--- src/rtl/pool_pkg.sv ---
// Shared defaults and row-state encoding for the ReLU + 2x2 max-pool stage.
package pool_pkg;

    localparam int N_DEF    = 16;
    localparam int FM_W_DEF = 26;
    localparam int FM_H_DEF = 26;

    typedef enum logic {
        EVEN_ROW = 1'b0,
        ODD_ROW  = 1'b1
    } row_state_e;

    // Counter/address width that never collapses to zero bits.
    function automatic int cnt_w(input int n);
        return (n > 1) ? $clog2(n) : 1;
    endfunction

endpackage

--- src/rtl/pool_line_buf.sv ---
// Half-width row buffer holding top-row pair maxima until the bottom row arrives.
module pool_line_buf #(
    parameter int N     = 16,
    parameter int DEPTH = 13,
    parameter int AW    = 4
) (
    input  logic          clk,
    input  logic          we,
    input  logic [AW-1:0] waddr,
    input  logic [N-1:0]  wdata,
    input  logic [AW-1:0] raddr,
    output logic [N-1:0]  rdata
);

    logic [N-1:0] mem [DEPTH];

    always_ff @(posedge clk) begin
        if (we) begin
            mem[waddr] <= wdata;
        end
    end

    assign rdata = mem[raddr];

endmodule

--- src/rtl/relu_maxpool.sv ---
// ReLU followed by 2x2 stride-2 max pooling over a raster-order feature map.
module relu_maxpool
    import pool_pkg::*;
#(
    parameter int N    = N_DEF,
    parameter int FM_W = FM_W_DEF,
    parameter int FM_H = FM_H_DEF
) (
    input  logic         clk,
    input  logic         global_rst,
    input  logic         ce,
    input  logic [N-1:0] conv_op,
    input  logic         valid_conv,
    input  logic         end_conv,
    output logic [N-1:0] pool_op,
    output logic         valid_op,
    output logic         end_op
);

    localparam int CW    = cnt_w(FM_W);
    localparam int RW    = cnt_w(FM_H);
    localparam int DEPTH = FM_W / 2;
    localparam int AW    = cnt_w(DEPTH);

    localparam logic [CW-1:0] COL_LAST = CW'(FM_W - 1);
    localparam logic [RW-1:0] ROW_LAST = RW'(FM_H - 1);

    if ((FM_W % 2) != 0 || (FM_H % 2) != 0 || FM_W < 2 || FM_H < 2) begin : g_bad_dims
        $error("relu_maxpool: FM_W and FM_H must be even and at least 2");
    end

    function automatic logic [N-1:0] smax(input logic [N-1:0] a, input logic [N-1:0] b);
        return ($signed(a) > $signed(b)) ? a : b;
    endfunction

    row_state_e    state_q, state_d;
    logic [CW-1:0] col_q, col_d;
    logic [RW-1:0] row_q, row_d;
    logic [N-1:0]  hold_q, hold_d;
    logic [N-1:0]  pool_q, pool_d;
    logic          valid_q, valid_d;
    logic          end_q, end_d;

    logic [N-1:0]  x_relu;
    logic          accept;
    logic          abort;
    logic          last_col;
    logic          last_row;
    logic          lb_we;
    logic [AW-1:0] lb_addr;
    logic [N-1:0]  lb_wdata;
    logic [N-1:0]  lb_rdata;

    assign x_relu   = conv_op[N-1] ? '0 : conv_op;
    assign accept   = ce & valid_conv & ~end_conv;
    assign abort    = ce & end_conv & ((col_q != '0) | (row_q != '0));
    assign last_col = (col_q == COL_LAST);
    assign last_row = (row_q == ROW_LAST);
    assign lb_addr  = AW'(col_q >> 1);
    assign lb_wdata = smax(hold_q, x_relu);

    pool_line_buf #(
        .N     (N),
        .DEPTH (DEPTH),
        .AW    (AW)
    ) u_line_buf (
        .clk   (clk),
        .we    (lb_we),
        .waddr (lb_addr),
        .wdata (lb_wdata),
        .raddr (lb_addr),
        .rdata (lb_rdata)
    );

    always_ff @(posedge clk) begin
        if (global_rst) begin
            state_q <= EVEN_ROW;
            col_q   <= '0;
            row_q   <= '0;
            hold_q  <= '0;
            pool_q  <= '0;
            valid_q <= 1'b0;
            end_q   <= 1'b0;
        end else begin
            state_q <= state_d;
            col_q   <= col_d;
            row_q   <= row_d;
            hold_q  <= hold_d;
            pool_q  <= pool_d;
            valid_q <= valid_d;
            end_q   <= end_d;
        end
    end

    always_comb begin
        state_d = state_q;
        col_d   = col_q;
        row_d   = row_q;
        hold_d  = hold_q;
        pool_d  = pool_q;
        valid_d = valid_q;
        end_d   = end_q;
        lb_we   = 1'b0;

        if (ce) begin
            valid_d = 1'b0;
            end_d   = 1'b0;

            if (abort) begin
                state_d = EVEN_ROW;
                col_d   = '0;
                row_d   = '0;
                hold_d  = '0;
            end else if (accept) begin
                unique case (state_q)
                    EVEN_ROW: begin
                        if (!col_q[0]) begin
                            hold_d = x_relu;
                        end else begin
                            lb_we = 1'b1;
                        end
                    end
                    ODD_ROW: begin
                        if (!col_q[0]) begin
                            hold_d = smax(lb_rdata, x_relu);
                        end else begin
                            pool_d  = smax(hold_q, x_relu);
                            valid_d = 1'b1;
                            end_d   = last_col & last_row;
                        end
                    end
                endcase

                // Row wrap also flips the window half and wraps the frame.
                if (last_col) begin
                    col_d   = '0;
                    row_d   = last_row ? '0 : row_q + 1'b1;
                    state_d = (state_q == EVEN_ROW) ? ODD_ROW : EVEN_ROW;
                end else begin
                    col_d = col_q + 1'b1;
                end
            end
        end
    end

    // A pulse raised just before a stall stays pending until ce returns.
    assign pool_op  = pool_q;
    assign valid_op = valid_q & ce;
    assign end_op   = end_q & ce;

endmodule

--- config.mk ---
export PLATFORM = sky130hd
export DESIGN_NAME = relu_maxpool
export DESIGN_NICKNAME = d
export VERILOG_FILES = /design/src/rtl/pool_pkg.sv /design/src/rtl/pool_line_buf.sv /design/src/rtl/relu_maxpool.sv
export SDC_FILE = /design/constraint.sdc
export NUM_CORES = 1
export LEC_CHECK = 0
export ABC_AREA = 1
export CORE_MARGIN = 3
export CORE_UTILIZATION = 55
export DETAILED_ROUTE_END_ITERATION = 8
export GPL_TIMING_DRIVEN = 0
export MAX_ROUTING_LAYER = met4
export PLACE_DENSITY_LB_ADDON = 0.25
export SYNTH_ARGS = -nofsm -noshare
export SYNTH_HDL_FRONTEND = slang
export SYNTH_SLANG_ARGS = --single-unit
--- constraint.sdc ---
create_clock -name clk -period 3.15 [get_ports clk]
set_input_delay 0.945 -clock clk [delete_from_list [all_inputs] [get_ports clk]]
set_output_delay 0.945 -clock clk [all_outputs]
set_load 0.01 [all_outputs]
# Yosys cells after proc, flatten, opt, wreduce, memory -nomap -nowiden
# Memories as Yosys holds them, arrays and structs flattened. A register that Yosys moved wholly into a read port is not among the register bits.
# Index checks and enable logic that the tools add are counted.
# op_classes
n_addsub,2
order_cmp,2
n_eq_ne,4
n_mux,35
bitwise,11
n_reduce_logical,8
# op_table
op,count
$mux 16,6
$mux 5,7
$gt 16x16->1,2
$pmux 16 s2,1
$mux 1,18
$mux 15,1
$add 5x1->5 const B,2
$eq 5x5->1 const B,2
$reduce_bool 5->1,2
$mux 4,2
$and 1x1->1,7
$reduce_and 5->1,1
$reduce_and 4->1,1
$reduce_bool 2->1,2
$ne 3x2->1 const B,1
$ne 3x3->1 const B,1
$not 1->1,3
$reduce_and 3->1,1
$reduce_and 2->1,1
$or 1x1->1,1
# word_totals
ff_bits,45
ramBits,208
in_bits,21
out_inout_bits,18
wordCells,70
n_memories,1
# memory_table
memory,words,word_bits,read_ports,rd_clocked_by_memory_dff,wr,line_no,text
u_line_buf.mem,13,16,1,1,1,pool_line_buf.sv:15,logic [N-1:0] mem [DEPTH];

# Longest topological paths before layout
# logic_depth
ltp_word,7
depth_mapped,28
depth_no_buf,24

# Modules after synthesis
# Synthesis repeated with hierarchy kept, for this count alone.
# unflattened
hier_cells,1335
area_unflattened_um2,12151.7
# by_module_without_submodules
module,instances,cells_each,area_per_inst_um2,seq_area_each_um2
pool_line_buf,1,814,8833.5,6246.0
relu_maxpool,1,521,3318.2,900.9

# Worst setup path before layout
# No wires, ideal clock.
# synth_timing
kind,input-to-reg
from,in valid_conv
to,"mem u_line_buf.mem[4][0], enable pin"
setup_ns,0.409
arrival_time_ns,2.883
required_ns,2.741
setup_slack_ns,-0.142
stages,6
n_path_buf,0
path_cell_list,nand2_1 nor2_1 inv_2 nor3_1 nand3_1 nor3_1
# synth_via
elab_chain_cells,7
# synth_rtl
element,line_no,text
start: declaration,relu_maxpool.sv:13,"input logic valid_conv,"
$and 1x1->1 (2 in series),relu_maxpool.sv:55,assign accept = ce & valid_conv & ~end_conv;
$mux 1,relu_maxpool.sv:114,end else if (accept) begin
$mux 1,relu_maxpool.sv:109,if (abort) begin
$mux 1,relu_maxpool.sv:105,if (ce) begin
$mux 1,pool_line_buf.sv:18,if (we) begin
$mux 1 (not written as such),pool_line_buf.sv:19,mem[waddr] <= wdata;
end: declaration,pool_line_buf.sv:15,
# No other way between the ends.

# Final worst setup path
# layout_timing
from,in ce
to,"mem u_line_buf.mem[12][9], enable pin"
# layout_via
elab_chain_cells,7
elab_cells_between_ends,9
classes_between,mux: 5; bitwise: 4
# layout_rtl
element,line_no,text
start: declaration,relu_maxpool.sv:11,"input logic ce,"
$and 1x1->1 (2 in series),relu_maxpool.sv:55,
$mux 1,relu_maxpool.sv:114,
$mux 1,relu_maxpool.sv:109,
$mux 1 *,relu_maxpool.sv:105,
$mux 1 *,pool_line_buf.sv:18,
$mux 1 (not written as such) *,pool_line_buf.sv:19,
# Every way passes the cells marked *; elsewhere a longest branch is shown, timed or not.

==> impl_metrics.json <==
{
  "synth_area_per_cell_um2": 10.4,
  "fin_area_um2": 14400,
  "crit_arrival_ns": 3.37,
  "ys_seq_elements": 257,
  "dpl.cell_count": 1450,
  "rsz0062_at_grt": "yes",
  "crit_slowest_cell": "nor2_2",
  "ys_async_sr_fraction_pct": 0,
  "seqPwrFrac_pct": 49.9,
  "cts_htree_levels": 1,
  "end_kind": "flop",
  "gp_congestion": 0.925,
  "grt_max_degree": 17,
  "fmax_mhz": 311,
  "areaGrowthSynthToFinish_pct": 24.1,
  "grt_overflow_total": 0,
  "routed_wl_um": 32000,
  "synth.distinct_cells": 43,
  "switching_share_pct": 22.6,
  "initial_utilization_pct": 56.7,
  "drv_slew": 0,
  "fin_crit_sh_pct": 102,
  "cts_buffers": 27,
  "grt_usage_pct": 27.6,
  "violations": "setup timing",
  "crit_type": "input pin to flop",
  "synth-main-ff-cell": "edfxtp_1",
  "cts_tree": "yes",
  "worstPathCellList": "clkdlybuf4s50_1 -> nand2_1 -> nor2_1 -> inv_2 -> nor3_1 -> nand3_1 -> nor2_2",
  "reg2reg_slack_ns": 0.05,
  "drt-initial-drc-count": 864,
  "yosysTopAreaCell": "edfxtp_1",
  "n_antenna_cell": 0,
  "r2r_end": "hold_q[11]",
  "finalSetupTns_ns": -1.35,
  "synth_common_cells": "edfxtp_1, nand2_1, nor2_1",
  "synth_most_common_cell": "edfxtp_1",
  "ff_latch_area_um2": 7230,
  "seq_area_frac_synth_pct": 62.2,
  "yosysTopAreaCellShare_pct": 53.7,
  "io_buffer_count": 38,
  "netSwitchingPower_mw": 1.71,
  "ioPinCount": 39,
  "synth_edf_count": 208,
  "cts_hold_buf": 0,
  "dpl-instance-area_um2": 12600,
  "multiInputGateArea_um2": 4480,
  "die_h_um": 151,
  "clock_skew_ns": 0.0128,
  "hold_violations": 0,
  "clkSinkCount": 257,
  "layout-drive-gt1-share_pct": 23.7,
  "dp_hpwl_um": 20600,
  "num_rows": 52,
  "period_needed_ns": 3.22,
  "synth_area_um2": 11600,
  "grt_pass1_wl_um": 46700,
  "core_um2": 20500,
  "via_count": 8923,
  "powerDensity_nw_per_um2": 525,
  "crit_start": "ce",
  "ff2ff_path_depth": 17,
  "ys_top_cells_by_area": "edfxtp_1, dfxtp_1, nand2_1",
  "drc_errors": 0,
  "cts.clk_slew.worst_paths_ns": 0.06,
  "crit_path_start_kind": "input pin",
  "path_max_fanout": 16,
  "fin_hold_ws_ns": 0.452,
  "routedWlPerCell_um": 21.1,
  "die_w_um": 151,
  "fin_nets": 1288,
  "setup_violations": 26,
  "power.static_leakage_nw": 5.36,
  "crit_path_end": "u_line_buf.mem[12][9]",
  "status": "complete, but fails checks",
  "cpPeakStageDelay_ns": 0.80,
  "insertion_delay_ns": 0.53,
  "die-area_um2": 22900,
  "n_fill_cell": 1467,
  "instances_no_fill": 1521,
  "peakVddDrop_mv": 0.388,
  "pwr-share-clk_pct": 42.0,
  "p_comb_share_pct": 8.1,
  "relSlewSlack_pct": 34.9,
  "cp_data_required_time_ns": 3.30,
  "grt_antenna_before_repair": 0,
  "via_per_inst": 5.87,
  "min_path_type": "flop to flop",
  "setup_ws_ns": -0.0693,
  "ctsLongestPathBuffers": 3,
  "syn-instance-count": 1118,
  "drtAntennaViolNets": 0,
  "worst_pin_slew_ns": 0.975,
  "synth_warnings": 0,
  "grt_pass1_vias": 8523,
  "drt_first_pass_iters": 6,
  "cts_root_buf": "clkbuf_16",
  "maxCapViolations": 0,
  "p_int_mw": 5.85
}
==> cell families (layout without fill, tap and decap cells) <==
kind of cell / after synthesis / after routing / share of synthesized area, %
compound gates: 197 / 197 / 10.1
xor+xnor: 1 / 1 / 0.0754
simple gates: 492 / 494 / 18.8
buf+inv: 134 / 253 / 4.93
other cells: 1 / 13 / 0.0323
fa+ha+maj: 36 / 36 / 3.88
flops: 257 / 257 / 62.2
==> cell type report <==
class,count,area share (%)
Timing Repair Buffer,71,5.01
Inverter,81,2.13
Tap cell,270,2.34
Multi-Input combinational cell,741,31.0
Clock buffer,36,5.13
Clock inverter,13,0.998
Buffer,52,3.19
Sequential cell,257,50.2
==> cells in the final DEF, fill, tap and decap left out, types with 4 or more instances in the layout <==
cell type,count
o21ai_0,53
and2_2,13
clkdlybuf4s50_1,37
a21oi_1,26
nand2_4,8
dfxtp_1,45
a21oi_2,16
inv_2,19
buf_8,14
o22ai_1,6
o21ai_2,6
nand2_2,41
nor2_1,149
nor2_2,12
nor2_4,7
edfxtp_1,208
nor3_2,4
clkbuf_2,10
ha_4,16
inv_1,61
buf_2,5
conb_1,13
ha_1,20
o211ai_1,39
nor3_1,5
nand4_1,22
clkbuf_16,29
nand2_1,139
clkbuf_1,11
o21ai_1,42
nand3_1,64
and2_4,4
clkbuf_4,4
buf_6,15
nand3_2,14
buf_4,27
==> how the worst min path moves through the flow <==
stage | startpoint | endpoint | slack (ns) | cells past startpoint
finish | pool_op[15] | pool_op[15] | 0.45 | 2
CTS | pool_op[10] | pool_op[10] | 0.46 | 2
floorplan | hold_q[0] | hold_q[0] | 0.44 | 2
global route | pool_op[10] | pool_op[10] | 0.47 | 2
global placement | pool_op[11] | pool_op[11] | 0.44 | 2
detailed placement | pool_op[10] | pool_op[10] | 0.44 | 2
==> registers in the layout (all words and copies together) (netlist names), named ones only <==
register	cells
col_q	5
end_q	1
hold_q	16
pool_op	16
row_q	5
state_q	1
u_line_buf.mem	208
valid_q	1
==> critical path: cells and delay by family <==
| kind | cells | cell delay (ns) |
|---|---|---|
| simple gates | 5 | 1.78 |
| buf+inv | 2 | 0.63 |
==> per-layer routing <==
metal	track usage, %	share of wire [%]	up-vias
li1	-	-	4120
met1	36.5	40	4288
met2	44.1	48	423
met3	3.62	8.2	92
met4	10.3	3.7	0
met5	-	0	-
==> metrics by stage <==
| step | setup slack, ns | power (mW) | util (%) |
|---|---|---|---|
| 2_1_floorplan | -0.142 | 4.12 | - |
| 3_3_place_gp | -1.88 | 4.29 | 60.5 |
| 3_5_place_dp | -1.21 | 4.30 | 61.5 |
| 4_1_cts | -0.0182 | 7.47 | 66.9 |
| 5_1_grt | -0.229 | 7.76 | 70.4 |
| 6_report | -0.0693 | 7.56 | 70.4 |
==> power groups by stage <==
stage | registers [mW] | clock network [mW] | logic, mW
global placement | 3.85 | 0 | 0.438
finish | 3.78 | 3.18 | 0.610
CTS | 3.77 | 3.19 | 0.502
detailed placement | 3.85 | 0 | 0.451
global route | 3.77 | 3.33 | 0.656
floorplan | 3.84 | 0 | 0.275
==> timing repair <==
action	4_1_cts	5_1_grt
buffers inserted	6	12
pin swaps	8	24
endpoints found under the setup margin	259	247
cloned	1	4
resized for setup	74	148
(Power assumes the default switching activity.)
